$ cat src/rtl/proc_launcher.sv
// proc_launcher: preloads dat_mem, launches the core via req/done, times the run, streams results out (watchdog: PROC_LAUNCHER_TIMEOUT_EN).
// Latency: start->ld_ready 1 cycle, last load->req RST_CYC+1 cycles, done->first out_valid 1 cycle.
// Backpressure: ld_valid low stalls LOAD, out_ready low holds UNLOAD on the same word; start is ignored while busy.
module proc_launcher #(
    parameter int          LD_N     = 8,
    parameter logic [7:0]  LD_BASE  = 8'd0,
    parameter int          OUT_N    = 4,
    parameter logic [7:0]  OUT_BASE = 8'd64,
    parameter int          RST_CYC  = 2,
    parameter int          TIMEOUT  = 4096,
    parameter int          CW       = 16
) (
    input  logic          clk,
    input  logic          reset,
    input  logic          start,
    input  logic [1:0]    prog_sel,
    input  logic          ld_valid,
    output logic          ld_ready,
    input  logic [7:0]    ld_data,
    output logic          out_valid,
    input  logic          out_ready,
    output logic [7:0]    out_data,
    output logic          busy,
    output logic          finished,
    output logic          timeout,
    output logic [CW-1:0] cycle_count,
    output logic          core_reset,
    output logic          req,
    output logic [1:0]    jump_addr,
    input  logic          done,
    output logic          mem_sel,
    output logic          mem_wr_en,
    output logic [7:0]    mem_addr,
    output logic [7:0]    mem_wdata,
    input  logic [7:0]    mem_rdata
);

    typedef enum logic [2:0] {S_IDLE, S_LOAD, S_RST, S_REQ, S_RUN, S_UNLOAD} state_t;

    localparam int            IW     = 16;
    localparam logic [CW-1:0] TO_LIM = CW'(TIMEOUT);
`ifdef PROC_LAUNCHER_TIMEOUT_EN
    localparam bit WD_EN = 1'b1;
`else
    localparam bit WD_EN = 1'b0;
`endif

    state_t        state;
    logic [IW-1:0] idx;     // load word, reset-hold cycle, or unload word, depending on state
    logic [1:0]    sel_q;
    logic [CW-1:0] cnt_next;
    logic          expire;

    assign cnt_next = (&cycle_count) ? cycle_count : cycle_count + CW'(1);
    assign expire   = WD_EN && (cnt_next == TO_LIM);

    always_ff @(posedge clk or negedge reset) begin
        if (!reset) begin
            state       <= S_IDLE;
            idx         <= '0;
            sel_q       <= 2'd0;
            core_reset  <= 1'b1;
            req         <= 1'b0;
            jump_addr   <= 2'd0;
            busy        <= 1'b0;
            finished    <= 1'b0;
            cycle_count <= '0;
            mem_sel     <= 1'b0;
        end else begin
            finished <= 1'b0;
            req      <= 1'b0;
            case (state)
                S_IDLE: if (start) begin
                    sel_q   <= prog_sel;
                    idx     <= '0;
                    busy    <= 1'b1;
                    mem_sel <= 1'b1;
                    state   <= S_LOAD;
                end
                S_LOAD: if (ld_valid) begin
                    idx <= idx + IW'(1);
                    if (idx == IW'(LD_N - 1)) begin
                        idx     <= '0;
                        mem_sel <= 1'b0;
                        state   <= S_RST;
                    end
                end
                S_RST: begin
                    idx <= idx + IW'(1);
                    if (idx == IW'(RST_CYC - 1)) begin
                        core_reset <= 1'b0;
                        req        <= 1'b1;
                        jump_addr  <= sel_q;
                        state      <= S_REQ;
                    end
                end
                S_REQ: begin
                    cycle_count <= '0;
                    state       <= S_RUN;
                end
                S_RUN: begin
                    // done takes priority over a watchdog expiry in the same cycle
                    if (done) begin
                        core_reset <= 1'b1;
                        mem_sel    <= 1'b1;
                        idx        <= '0;
                        state      <= S_UNLOAD;
                    end else begin
                        cycle_count <= cnt_next;
                        if (expire) begin
                            core_reset <= 1'b1;
                            jump_addr  <= 2'd0;
                            busy       <= 1'b0;
                            finished   <= 1'b1;
                            state      <= S_IDLE;
                        end
                    end
                end
                S_UNLOAD: if (out_ready) begin
                    idx <= idx + IW'(1);
                    if (idx == IW'(OUT_N - 1)) begin
                        mem_sel   <= 1'b0;
                        jump_addr <= 2'd0;
                        busy      <= 1'b0;
                        finished  <= 1'b1;
                        state     <= S_IDLE;
                    end
                end
                default: state <= S_IDLE;
            endcase
        end
    end

`ifdef PROC_LAUNCHER_TIMEOUT_EN
    always_ff @(posedge clk or negedge reset) begin
        if (!reset)
            timeout <= 1'b0;
        else if (state == S_IDLE && start)
            timeout <= 1'b0;
        else if (state == S_RUN && !done && expire)
            timeout <= 1'b1;
    end
`else
    assign timeout = 1'b0;
`endif

    // memory port and stream handshakes follow the state directly
    always_comb begin
        ld_ready  = (state == S_LOAD);
        out_valid = (state == S_UNLOAD);
        mem_wr_en = 1'b0;
        mem_addr  = 8'd0;
        mem_wdata = 8'd0;
        out_data  = 8'd0;
        if (state == S_LOAD) begin
            mem_wr_en = ld_valid;
            mem_addr  = LD_BASE + idx[7:0];
            mem_wdata = ld_data;
        end else if (state == S_UNLOAD) begin
            mem_addr = OUT_BASE + idx[7:0];
            out_data = mem_rdata;
        end
    end

endmodule

$ cat config.mk
export PLATFORM = sky130hd
export DESIGN_NAME = proc_launcher
export DESIGN_NICKNAME = d
export VERILOG_FILES = /design/src/rtl/proc_launcher.sv
export SDC_FILE = /design/constraint.sdc
export NUM_CORES = 1
export LEC_CHECK = 0
export BUFFER_PORTS_ARGS = -buffer_cell sky130_fd_sc_hd__buf_4
export CAP_MARGIN = 20
export CELL_PAD_IN_SITES_DETAIL_PLACEMENT = 1
export CELL_PAD_IN_SITES_GLOBAL_PLACEMENT = 2
export CORE_MARGIN = 3
export CORE_UTILIZATION = 32
export CTS_BUF_LIST = sky130_fd_sc_hd__clkbuf_2 sky130_fd_sc_hd__clkbuf_4 sky130_fd_sc_hd__clkbuf_8
export CTS_CLUSTER_DIAMETER = 30
export DETAILED_ROUTE_END_ITERATION = 7
export PLACE_DENSITY_LB_ADDON = 0.1
export SETUP_SLACK_MARGIN = 0.2
export SLEW_MARGIN = 10
export SYNTH_ARGS = -nofsm -noshare
export SYNTH_HDL_FRONTEND = slang
export SYNTH_SLANG_ARGS = --single-unit
$ cat constraint.sdc
create_clock -name clk -period 2.85 [get_ports clk]
set_input_delay 0.1425 -clock clk [delete_from_list [all_inputs] [get_ports clk]]
set_output_delay 0.1425 -clock clk [all_outputs]
set_load 0.1 [all_outputs]
After elaboration in Yosys (flattened, before gate mapping) --
Cells that the tools add are included.
Operators by class: add/sub/neg operators 3, equal/unequal tests 17, muxes and demuxes 42, reductions and logical operators 16
Operators by type and width (number):
- 16-bit 2-to-1 mux | 7
- 16-bit case mux with 5 select lines | 1
- 8-bit 2-to-1 mux | 5
- 16-bit by 1-bit adder with 16-bit output, second input constant | 2
- 16-bit case mux with 2 select lines | 1
- 3-bit 2-to-1 mux | 7
- 3-bit case mux with 6 select lines | 1
- 16-bit by 1-bit == test with 1-bit output, second input constant | 1
- 16-bit by 2-bit == test with 1-bit output, second input constant | 1
- 16-bit by 3-bit == test with 1-bit output, second input constant | 1
- 16-bit AND reduction | 1
- 7-bit AND reduction | 2
- 1-bit 2-to-1 mux | 13
- 2-bit != test, second input constant | 6
- 7-bit by 8-bit adder with 8-bit output, first input constant | 1
- 4-bit AND reduction | 2
- 2-bit nonzero test | 4
- 3-bit by 2-bit == test with 1-bit output, second input constant | 2
- 3-bit == test, second input constant | 2
- 2-bit 2-to-1 mux | 3
- 2-bit by 1-bit != test with 1-bit output, second input constant | 3
- 3-bit AND reduction | 2
- 5-bit AND reduction | 1
- 5-bit nonzero test | 1
- other kinds (7) | 8
Word-level totals: flip-flop bits (word level) 44, bits of input ports 24, output and inout bits 51, word-level logic and storage cells 88

Logic depth before layout (Yosys ltp) --
Gate-level depths: netlist of the first run.
word-level depth 4, mapped depth 8, mapped depth without buffers 7

Least setup slack after synthesis of the first run --
OpenSTA, ideal clock, no wires.
kind register -> output, from register state[2], to output mem_addr[6], data arrival time 3.008 ns, required time 2.707 ns, setup slack -0.300 ns, cell stages (with the launch flop) 5, buffers on the path 1, cell sequence dfrtp_1 > nor2b_1 > clkbuf_1 > nand2_1 > o21ai_0
Between the ends: cells in the longest elaborated chain, start to end 3, elaborated cells between the ends (all ways) 4, those cells by class 2 x eq/ne; 2 x mux
RTL lines:
- start, declared | RTL line 48 | state_t state;
- start signal, assigned | RTL line 59 | state <= S_IDLE;
- start signal, assigned | RTL line 78 | state <= S_LOAD;
- start signal, assigned | RTL line 85 | state <= S_RST;
- 3-bit == test | RTL line 159 | end else if (state == S_UNLOAD) begin
- 8-bit 2-to-1 mux | RTL line 159
- 8-bit 2-to-1 mux * | RTL line 155 | if (state == S_LOAD) begin
- end, declared | RTL line 33 | output logic [7:0] mem_addr,
Mark *: on every way between the ends. The rest lies on a longest branch, timed or not.

Worst setup path in the final report of the first run --
from register state[2], to register cycle_count[15]
Between the ends: cells in the longest elaborated chain, start to end 3, elaborated cells between the ends (all ways) 7, those cells by class 4 x eq/ne; 1 x mux; 2 x reduce/logical
RTL lines:
- 3-bit == test / 3-bit by 2-bit == test with 1-bit output (equally long branches) | RTL line 72 | case (state)
- 2-bit != test (no line) / 2-bit nonzero test (equally long branches)
- 3-bit AND reduction (no line)
- end signal, assigned | RTL line 109 | cycle_count <= cnt_next;
- end, declared | RTL line 26 | output logic [CW-1:0] cycle_count,
Parallel ways exist; a longest one is shown, timed or not. A chain may end at the register's enable or synchronous reset.

==> qor.yml, run 1 <==
synth:
  synth_seq_cells: 44
  synthMuxAreaShare_pct: 1.57
  syn_nets: 335
  synth_flop_cell: "dfrtp_1"
  synth_top_family_by_area: "simple AND/OR/NAND/NOR gates"
  yosys.area_share.adder_pct: 2.31
  synthXorXnorAreaFrac_pct: 3.56
  avgSynthCellArea_um2: 8.84
  syn_area_um2: 2710
  ys_seq_area_share_pct: 40.7
  synth-compound-area-share_pct: 13.8
  synthCells: 306
  synth_edf_count: 0
  synth_simple_gate_area_share_pct: 32.9
  synth_cell_types: 53
  yosys_warnings: 0
  synthArstFlopShare_pct: 100
placed_design:
  gp_congestion: 0.783
  port_buffers: 73
  hpwl_um: 5850
pwr:
  ir_drop_v: 0.000638
  power_density_nw_per_um2: 514
  leakage_nw: 1.57
  power.total_w: 0.00179
clocking:
  clockBufferDepth: 2
  htree_levels: 2
  path_clk_slew_ns: 0.09
  cts_root_buf: "clkbuf_8"
  cts_made_buffers: 5
  cts_tree: "done"
  clock_latency_ns: 0.31
  clkSinkCount: 44
routing:
  wl_um: 7900
  drt_iter0_drc: 96
  via_per_inst: 5.32
  wire_per_inst_um: 16.5
  vias: 2554
  drc: 0
  drtAntennaViolNets: 0
  first_pass_iters: 4
die:
  ios: 75
  fp.dieW_um: 98.0
  die_h_um: 98.0
  coreArea_um2: 7970
  rows: 32
  die-area_um2: 9600
  start_util_pct: 34.0
timing:
  setup_viol_count_final: 0
  min_period_ns: 2.31
  rsz0062_at_grt: "false"
  fin_skew_ns: 0.00696
  post-route-period-util_pct: 80.9
  slew_violations: 0
  max_slew_margin_pct: 44.0
  fin_setup_tns_ns: 0
  hold_violations: 0
  fmax_mhz: 434
  tightest_slew_ns: 0.837
final_layout:
  n_fill_cell: 956
  area_growth_pct: 28.8
  final_net_count: 406
  n_antenna_cell: 0
  layout-drive-gt1-share_pct: 27.5
worst_setup_path:
  r2r_slack_ns: 0.54
  critPathRequiredTime_ns: 3.02
  arrival_ns: 2.48
  r2r_end: "cycle_count[15]$_DFFE_PN0P_"
  cpMaxStageDelayCell: "dfrtp_1"
  critPathBufInv: 0
  cp_num_cells: 5
  critPathLaunchType: "flip-flop"
  critPathMaxStageDelay_ns: 0.64
  crit_family: "simple AND/OR/NAND/NOR gates"
  crit_chain: "or4b_4 -> or4_4 -> nor4_2 -> xnor2_1 -> nor2_1"
  crit_fanout: 15
  reg2regPathDepth: 5
  critical_path_class: "reg2reg"
  worstReg2RegStart: "state[2]$_DFFE_PN0P_"
  end_kind: "flip-flop"
global_route:
  grt_max_degree: 45
  grt_pass1_wl_um: 13500
  track_usage_pct: 17.2
  grt-ovfl-total: 0
  first_global_vias: 2598
  antenna_found_initial: 0
hold_path:
  whs_path_depth: 3
  hp-start: "prog_sel[0]"
  holdPathEnd: "sel_q[0]$_DFFE_PN0P_"
  hp-class: "in2reg"
outcome:
  status: "completed"
flow_run:
  maxCapViolCount: 0
-- how the worst max path moves through the flow --
stage | startpoint | to | slack [ns]
final | state[2]$_DFFE_PN0P_ | cycle_count[15]$_DFFE_PN0P_ | 0.54
after global routing | state[0]$_DFFE_PN0P_ | idx[10]$_DFFE_PN0P_ | 0.27
after CTS | state[0]$_DFFE_PN0P_ | idx[0]$_DFFE_PN0P_ | 0.33
after detailed placement | idx[6]$_DFFE_PN0P_ | idx[0]$_DFFE_PN0P_ | 0.34
after global placement | state[0]$_DFFE_PN0P_ | idx[0]$_DFFE_PN0P_ | 0.41
after floorplan | cycle_count[0]$_DFFE_PN0P_ | cycle_count[2]$_DFFE_PN0P_ | 0.21
-- stage by stage --
step	hold WS, ns	area [µm²]	cells	setup slack [ns]	util [%]
floorplan	-0.153	2710	306	0.214	-
global placement	0.189	3360	471	0.408	42.1
detailed placement	0.188	3360	471	0.344	42.1
CTS	0.0429	3480	480	0.328	43.7
global route	0.0565	3490	480	0.275	43.8
finish	0.0475	3490	480	0.545	43.8
-- layout make-up --
type / count / area [µm²] / area share [%]
well taps: 102 / 128 / 3.66
multi-input cells: 233 / 1490 / 42.6
clock inverters: 3 / 46.3 / 1.33
flip-flops and latches: 44 / 1100 / 31.6
inverters: 12 / 45.0 / 1.29
clock buffers: 5 / 68.8 / 1.97
repair buffers: 81 / 611 / 17.5
-- cell usage in the layout, fill, tap and decap left out, types with 2 or more instances in the layout --
cell,instances
a21oi_1,9
ha_1,5
nor3_2,2
nand2b_1,2
nor3_1,8
nand3_1,17
buf_4,80
nor4_2,3
mux2_2,2
nor2_1,28
nand2_1,23
and3_1,11
xnor2_1,11
and2_1,16
a21o_1,5
mux2i_1,2
nor4_1,6
or3_1,3
nor4b_1,4
or4_1,4
nor3b_1,3
inv_1,12
and4_1,3
clkbuf_8,5
nand4_1,7
o21ai_0,20
dfrtp_1,43
a22o_1,4
o2bb2ai_1,7
nor2b_1,6
-- cell families after synthesis --
kind of cell             after synthesis
AND/OR/NAND/NOR                      155
AO/OA/AOI/OAI                         57
flip-flops                            44
buffers and inverters                 29
XOR/XNOR                              11
adder cells (fa/ha/maj)                5
multiplexers                           4
other                                  1
-- flip-flops by register name (all words and copies together), names as in the netlist --
register	flops
busy	1
finished	1
jump_addr	2
sel_q	2
state	3
mem_sel	1
cycle_count	16
idx	16
core_reset	1
req	1
-- cells in the mapped netlist (2+ instances only) --
cell type,instances,area (µm²)
buf_2,5,25.0
nor2_1,29,109
nand2b_1,2,12.5
a22o_1,4,35.0
nand3_1,17,85.1
xnor2_1,11,96.3
ha_1,5,62.6
or4_1,4,30.0
a21o_1,5,37.5
and3_1,11,68.8
nor4_2,2,25.0
nor3_2,2,20.0
or3_1,3,18.8
clkbuf_1,9,33.8
mux2_2,2,22.5
nor4_1,7,43.8
nand4_1,7,43.8
nor4b_1,4,35.0
nor3_1,8,40.0
nand2_1,23,86.3
buf_6,2,22.5
and4_1,3,26.3
o2bb2ai_1,7,61.3
nor2b_1,6,37.5
inv_1,12,45.0
nor3b_1,3,22.5
mux2i_1,2,20.0
a21oi_1,9,45.0
and2_1,16,100
o21ai_0,21,105
dfrtp_1,43,1080
-- report_power, final --
group          internal [W]  switching, W  total [W]  leakage (nW)
clock network      0.000264      0.000244   0.000508        0.0548
logic              0.000142      0.000411   0.000552         0.991
registers          0.000662     0.0000682   0.000731         0.520
total               0.00107      0.000722    0.00179          1.57
-- repair_timing --
item	CTS	global route
resized for setup	0	2
endpoints found under the hold margin	43	0
buffers inserted	0	0
endpoints found under the setup margin	0	9
hold buffers	1	0
-- routing by layer --
layer	up-vias	GRT usage, %	share of wire, %
li1	1243	-	-
met1	1247	23.4	47
met2	56	28.8	48
met3	8	2.64	4.2
met4	0	4.15	1.0
met5	-	0	0
-- tightest hold or removal path, stage by stage --
cell and delay, ns:
buf_4 0.08, nand2_1 0.03, o21ai_0 0.06
Power figures use the tool's default switching activity.
==> inputs of run 2 (changes only) <==
==> constraint.sdc (replaced) <==
create_clock -name clk -period 2.2 [get_ports clk]
set_input_delay 0.11 -clock clk [delete_from_list [all_inputs] [get_ports clk]]
set_output_delay 0.11 -clock clk [all_outputs]
set_load 0.1 [all_outputs]
==> run 2 against run 1 <==
Power increased by 30%. Design area increased by 12%. Worst hold slack got worse by 0.015 ns. Clock-buffer cell count increased by 3. Non-clock buffer count increased by 29. Register-to-register slack got worse by 0.30 ns. Maximum frequency increased by 18%. Combinational power increased by 50%. Global-route usage increased by 0.50 points. Via count increased by 3.6%. Clock skew increased by 0.0033 ns. Largest power group unchanged.
==> qor.yml, run 2 (synthesized netlist as in run 1, its figures left out) <==
die:
  die-area_um2: 9600  # unchanged
  ios: 75  # unchanged
  fp.dieW_um: 98.0  # unchanged
  coreArea_um2: 7970  # unchanged
  rows: 32  # unchanged
  start_util_pct: 34.0  # unchanged
  die_h_um: 98.0  # unchanged
routing:
  via_per_inst: 5.20  # -2.3%
  vias: 2647  # +3.6%
  wl_met2_um: 4410  # +16%
  wl_met1_um: 3890  # +5.1%
  wl_um: 8630  # +9.2%
  drtAntennaViolNets: 0  # unchanged
  drc: 0  # unchanged
  first_pass_iters: 4  # unchanged
  wire_per_inst_um: 17.0  # +3.0%
  drt_iter0_drc: 67  # -30%
  top_layer: "met4"
  dr_wl_met3_um: 213  # -35%
worst_setup_path:
  critPathLaunchType: "flip-flop"
  critPathBufInv: 2  # +2
  critPathMaxStageDelay_ns: 0.52  # -0.12 ns
  r2r_slack_ns: 0.24  # -0.30 ns
  crit_fanout: 13  # -2
  arrival_ns: 2.18  # -0.30 ns
  cpMaxStageDelayCell: "or4_1"
  critPathRequiredTime_ns: 2.42  # -0.60 ns
  critical_path_class: "reg2reg"
  end_kind: "flip-flop"
  crit_chain: "buf_4 -> nor3b_4 -> and2_4 -> a211oi_4 -> buf_6 -> or4_1 -> o21bai_1"
  crit_family: "simple AND/OR/NAND/NOR gates"
final_layout:
  final_net_count: 435  # +7.1%
  reg.largest.list: "cycle_count: 16 flops, idx: 16 flops, state: 3 flops"
  stdcell_area_um2: 3890  # +12%
  layout-drive-gt1-share_pct: 43.0  # +15 points
  multiInputGateArea_um2: 1620  # +8.8%
  n_fill_cell: 924  # -3.3%
  layout_common_cells: "buf_4 (105), nor2_1 (28), dfrtp_1 (26)"
  regArea_um2: 1140  # +3.5%
  area_growth_pct: 43.7
  final_common_cell: "buf_4"
  n_antenna_cell: 0  # unchanged
timing:
  fmax_mhz: 511  # +18%
  fin_setup_tns_ns: 0  # unchanged
  max_slew_margin_pct: 61.5  # +18 points
  slew_violations: 0  # unchanged
  post-route-period-util_pct: 89.0  # +8.1 points
  fin_skew_ns: 0.0103  # +0.00333 ns
  setup_viol_count_final: 0  # unchanged
  min_period_ns: 1.96  # -0.347 ns
  hold_violations: 0  # unchanged
  rsz0062_at_grt: "true"
  tightest_slew_ns: 0.577  # -0.260 ns
global_route:
  grt-ovfl-total: 0  # unchanged
  track_usage_pct: 17.7  # +0.50 points
  grt_pass1_wl_um: 14100  # +4.2%
  antenna_found_initial: 0  # unchanged
  first_global_vias: 2695  # +3.7%
  grt_max_degree: 45  # unchanged
clocking:
  htree_levels: 2  # unchanged
  path_clk_slew_ns: 0.09  # about the same
  clkSinkCount: 44  # unchanged
  cts_root_buf: "clkbuf_8"
  cts_made_buffers: 5  # unchanged
  clock_latency_ns: 0.30  # about the same
  cts_tree: "done"
  clockBufferDepth: 2  # unchanged
placed_design:
  hpwl_um: 6380  # +9.1%
  gp_congestion: 0.793  # +1.3%
  placed_cell_area_um2: 3600  # +7.2%
  port_buffers: 73  # unchanged
pwr:
  leakage_nw: 1.74  # +11%
  power.total_w: 0.00233  # +30%
  ir_drop_v: 0.000383  # -40%
  power_density_nw_per_um2: 600  # +17%
flow_run:
  maxCapViolCount: 0  # unchanged
hold_path:
  hp-class: "in2reg"
outcome:
  status: "completed"
[run 2: changes by cell type in the layout (fill, tap and decap cells not counted), sizes merged]
| cell | change |
|---|---|
| inv | -2 |
| bufinv | -1 |
| clkbuf | +3 |
| buf | +29 |
[run 2: path summary, 6_finish.rpt]
kind                                     startpoint                         end  cells after the start
max                            state[2]$_DFFE_PN0P_         idx[10]$_DFFE_PN0P_                      7
min                                     prog_sel[1]        sel_q[1]$_DFFE_PN0P_                      3
max reg2reg                    state[2]$_DFFE_PN0P_         idx[10]$_DFFE_PN0P_                      7
min reg2reg                jump_addr[1]$_DFFE_PN0P_    jump_addr[1]$_DFFE_PN0P_                      2
max in group asynchronous                     reset  cycle_count[4]$_DFFE_PN0P_                      2
min in group asynchronous                     reset  cycle_count[8]$_DFFE_PN0P_                      2
[run 2: report_power, final]
| part | leakage (nW) | switching (W) | total (W) | internal (W) |
|---|---|---|---|---|
| Combinational | 1.19 | 0.000595 | 0.000828 | 0.000233 |
| Clock | 0.0549 | 0.000288 | 0.000588 | 0.000300 |
| Sequential | 0.493 | 0.0000603 | 0.000919 | 0.000859 |
| Total | 1.74 | 0.000943 | 0.00233 | 0.00139 |
[run 2: per-stage QoR]
step | utilization, % | hold slack, ns | std cells | setup WS (ns)
after global placement | 45.2 | 0.152 | 494 | 0.208
final | 48.8 | 0.0321 | 509 | 0.242
after global routing | 48.8 | 0.0264 | 509 | 0.154
after CTS | 47.2 | 0.0247 | 507 | 0.186
after detailed placement | 45.2 | 0.155 | 494 | 0.134
after floorplan | - | -0.186 | 306 | 0.193
[run 2: routing by layer]
metal	global-route usage (%)	vias to the layer above
met5	0	-
met4	3.51	0
met3	2.79	6
met2	30.4	33
met1	23.8	1317
li1	-	1291
[run 2: layout make-up]
class / instances / share of cell area, %
sequential: 44 / 29.3
clock buffer: 8 / 2.67
inverter: 12 / 1.25
multi-input combinational: 233 / 41.6
tap: 102 / 3.28
timing repair buffer: 110 / 21.9
[run 2: repair_timing]
action / 4_1_cts / 5_1_grt
gates resized for setup: 6 / 24
hold buffers: 1 / 0
hold endpoints to repair: 43 / 0
setup buffers: 4 / 2
endpoints found under the setup margin: 17 / 30
cloned: 0 / 0
pin swaps: 3 / 4
[run 2: worst register-to-register path, delay by kind of cell, from the launching register on]
family | cells | cell delay, ns
AND/OR/NAND/NOR | 3 | 0.92
buffers and inverters | 2 | 0.35
AO/OA/AOI/OAI | 2 | 0.18
flip-flops | 1 | 0.44
==> inputs of run 3 (changes only) <==
--- a/config.mk
+++ b/config.mk
@@ -9,6 +9,7 @@
 export CAP_MARGIN = 20
 export CELL_PAD_IN_SITES_DETAIL_PLACEMENT = 1
 export CELL_PAD_IN_SITES_GLOBAL_PLACEMENT = 2
+export CORE_ASPECT_RATIO = 0.5
 export CORE_MARGIN = 3
 export CORE_UTILIZATION = 32
 export CTS_BUF_LIST = sky130_fd_sc_hd__clkbuf_2 sky130_fd_sc_hd__clkbuf_4 sky130_fd_sc_hd__clkbuf_8
==> run 3 against run 2 <==
Sequential share of layout area fell by 0.89 points. Worst setup slack got worse by 0.040 ns. First-iteration DRC count rose by 21%. Combinational power barely moved. Clock-buffer cell count fell by 3. Non-clock buffer count rose by 5. Flip-flop and latch count did not move. Critical path depth fell by 2. Clock skew fell by 0.0062 ns. Sequential power fell by 0.4%. Highest routed layer unchanged.
==> qor.yml, run 3 (synthesized netlist as in run 1, its figures left out) <==
final_layout:
  stdcell_count: 524  # +2.9%
  reg.largest.list: "cycle_count: 16 flops, idx: 16 flops, state: 3 flops"
  layout-drive-gt1-share_pct: 43.7  # +0.69 points
  layout_common_cells: "buf_4 (103), nor2_1 (27), dfrtp_1 (26)"
  n_antenna_cell: 0  # unchanged
  n_fill_cell: 960  # +3.9%
  final_common_cell: "buf_4"
  final_net_count: 440  # +1.1%
  area_growth_pct: 48.2
routing:
  drt_iter0_drc: 81  # +21%
  wire_per_inst_um: 16.7  # -1.6%
  drc: 0  # unchanged
  via_per_inst: 5.14  # -1.2%
  top_layer: "met4"
  wl_met2_um: 4600  # +4.3%
  vias: 2692  # +1.7%
  first_pass_iters: 4  # unchanged
  wl_um: 8740  # +1.3%
  dr_wl_met3_um: 288  # +35%
  drtAntennaViolNets: 0  # unchanged
  wl_met1_um: 3790  # -2.8%
clocking:
  htree_levels: 2  # unchanged
  path_clk_slew_ns: 0.09  # about the same
  clkSinkCount: 44  # unchanged
  clockBufferDepth: 2  # unchanged
  cts_tree: "done"
  clock_latency_ns: 0.31  # about the same
  cts_made_buffers: 5  # unchanged
  cts_root_buf: "clkbuf_8"
placed_design:
  dp_slack_ns: 0.0697  # -0.0643 ns
  port_buffers: 73  # unchanged
  hpwl_um: 6360  # -0.30%
  dp_cells: 500  # +1.2%
  gp_congestion: 0.785  # -1.0%
timing:
  rsz0062_at_grt: "true"
  whs_ns: 0.101  # +0.0692 ns
  hold_violations: 0  # unchanged
  fin_skew_ns: 0.00408  # -0.00621 ns
  tightest_slew_ns: 0.615  # +0.0381 ns
  max_slew_margin_pct: 59.0  # -2.5 points
  slew_violations: 0  # unchanged
  setup_viol_count_final: 0  # unchanged
  fin_ws_ns: 0.202  # -0.0402 ns
  fmax_mhz: 500  # -2.0%
  min_period_ns: 2.00  # +0.0402 ns
  post-route-period-util_pct: 90.8  # +1.8 points
  fin_setup_tns_ns: 0  # unchanged
hold_path:
  hp-class: "in2reg"
global_route:
  grt_pass1_wl_um: 14200  # +0.78%
  antenna_found_initial: 0  # unchanged
  track_usage_pct: 18.4  # +0.69 points
  grt-ovfl-total: 0  # unchanged
  first_global_vias: 2813  # +4.4%
  grt_max_degree: 45  # unchanged
die:
  coreArea_um2: 8120  # +1.9%
  die-area_um2: 9660  # +0.70%
  rows: 23  # -28%
  fp.dieW_um: 136  # +39%
  die_h_um: 71.0  # -27%
  ios: 75  # unchanged
  start_util_pct: 33.3  # -0.62 points
worst_setup_path:
  critPathBufInv: 0  # -2
  crit_chain: "or4b_4 -> or4_4 -> nor4_4 -> xnor2_1 -> nor2_1"
  end_kind: "flip-flop"
  arrival_ns: 2.21  # +0.03 ns
  cpMaxStageDelayCell: "or4b_4"
  critPathLaunchType: "flip-flop"
  r2r_slack_ns: 0.20  # -0.04 ns
  critPathRequiredTime_ns: 2.41  # about the same
  critical_path_class: "reg2reg"
  crit_family: "simple AND/OR/NAND/NOR gates"
  crit_fanout: 5  # -8
  critPathMaxStageDelay_ns: 0.55  # +0.03 ns
pwr:
  power.total_w: 0.00241  # +3.4%
  leakage_nw: 1.79  # +2.7%
  power_density_nw_per_um2: 602  # +0.27%
  ir_drop_v: 0.000402  # +5.0%
outcome:
  status: "completed"
flow_run:
  maxCapViolCount: 0  # unchanged
[run 3: changes by cell type in the layout (fill, tap and decap cells not counted), moves of 2 or more]
| cell | previous run | this run |
|---|---|---|
| clkbuf_8 | 7 | 5 |
| buf_6 | 3 | 5 |
| nor4_2 | 5 | 3 |
| nand3_2 | 0 | 2 |
| clkinv_4 | 0 | 2 |
| buf_4 | 105 | 103 |
| dlygate4sd3_1 | 1 | 3 |
| nor4_4 | 1 | 3 |
[run 3: worst paths after layout]
kind	startpoint	endpoint	cells past startpoint
setup / recovery	state[0]$_DFFE_PN0P_	cycle_count[15]$_DFFE_PN0P_	5
setup reg to reg	state[0]$_DFFE_PN0P_	cycle_count[15]$_DFFE_PN0P_	5
hold reg to reg	busy$_DFFE_PN0P_	busy$_DFFE_PN0P_	2
hold / removal	done	core_reset$_DFFE_PN1P_	3
min in group asynchronous	reset	cycle_count[4]$_DFFE_PN0P_	2
max in group asynchronous	reset	cycle_count[0]$_DFFE_PN0P_	2
[run 3: per-layer routing]
metal	GRT usage [%]	up-vias
met1	22.2	1340
met2	33.1	38
met4	5.14	0
li1	-	1305
met5	0	-
met3	4.26	9
[run 3: area by class of cell]
class / instances / area (µm²) / share of cell area, %
Inverter: 12 / 48.8 / 1.22
Clock inverter: 3 / 47.5 / 1.19
Timing Repair Buffer: 115 / 925 / 23.1
Clock buffer: 5 / 68.8 / 1.72
Sequential cell: 44 / 1140 / 28.4
Multi-Input combinational cell: 233 / 1640 / 40.9
Tap cell: 112 / 140 / 3.49
[run 3: tightest hold or removal path: cells and delay by family]
kind | cells | cell delay, ns
AOI/OAI and AO/OA | 1 | 0.12
buffers and inverters | 1 | 0.14
and+or+nand+nor | 1 | 0.05
[run 3: timing repair]
action / CTS / global route
endpoints found under the setup margin: 21 / 31
gates resized for setup: 12 / 21
setup buffers: 4 / 7
cloned: 0 / 2
pin swaps: 3 / 4
endpoints found under the hold margin: 44 / 1
hold buffers: 2 / 1
[run 3: per-stage QoR]
stage	utilization [%]	area [µm²]
after floorplan	-	2790
after global placement	44.3	3590
after detailed placement	44.3	3590
after CTS	47.1	3820
after global routing	49.4	4010
final	49.4	4010
[run 3: report_power, final]
group | switching, W | internal (W)
registers | 0.0000565 | 0.000859
logic | 0.000597 | 0.000234
clock network | 0.000325 | 0.000343
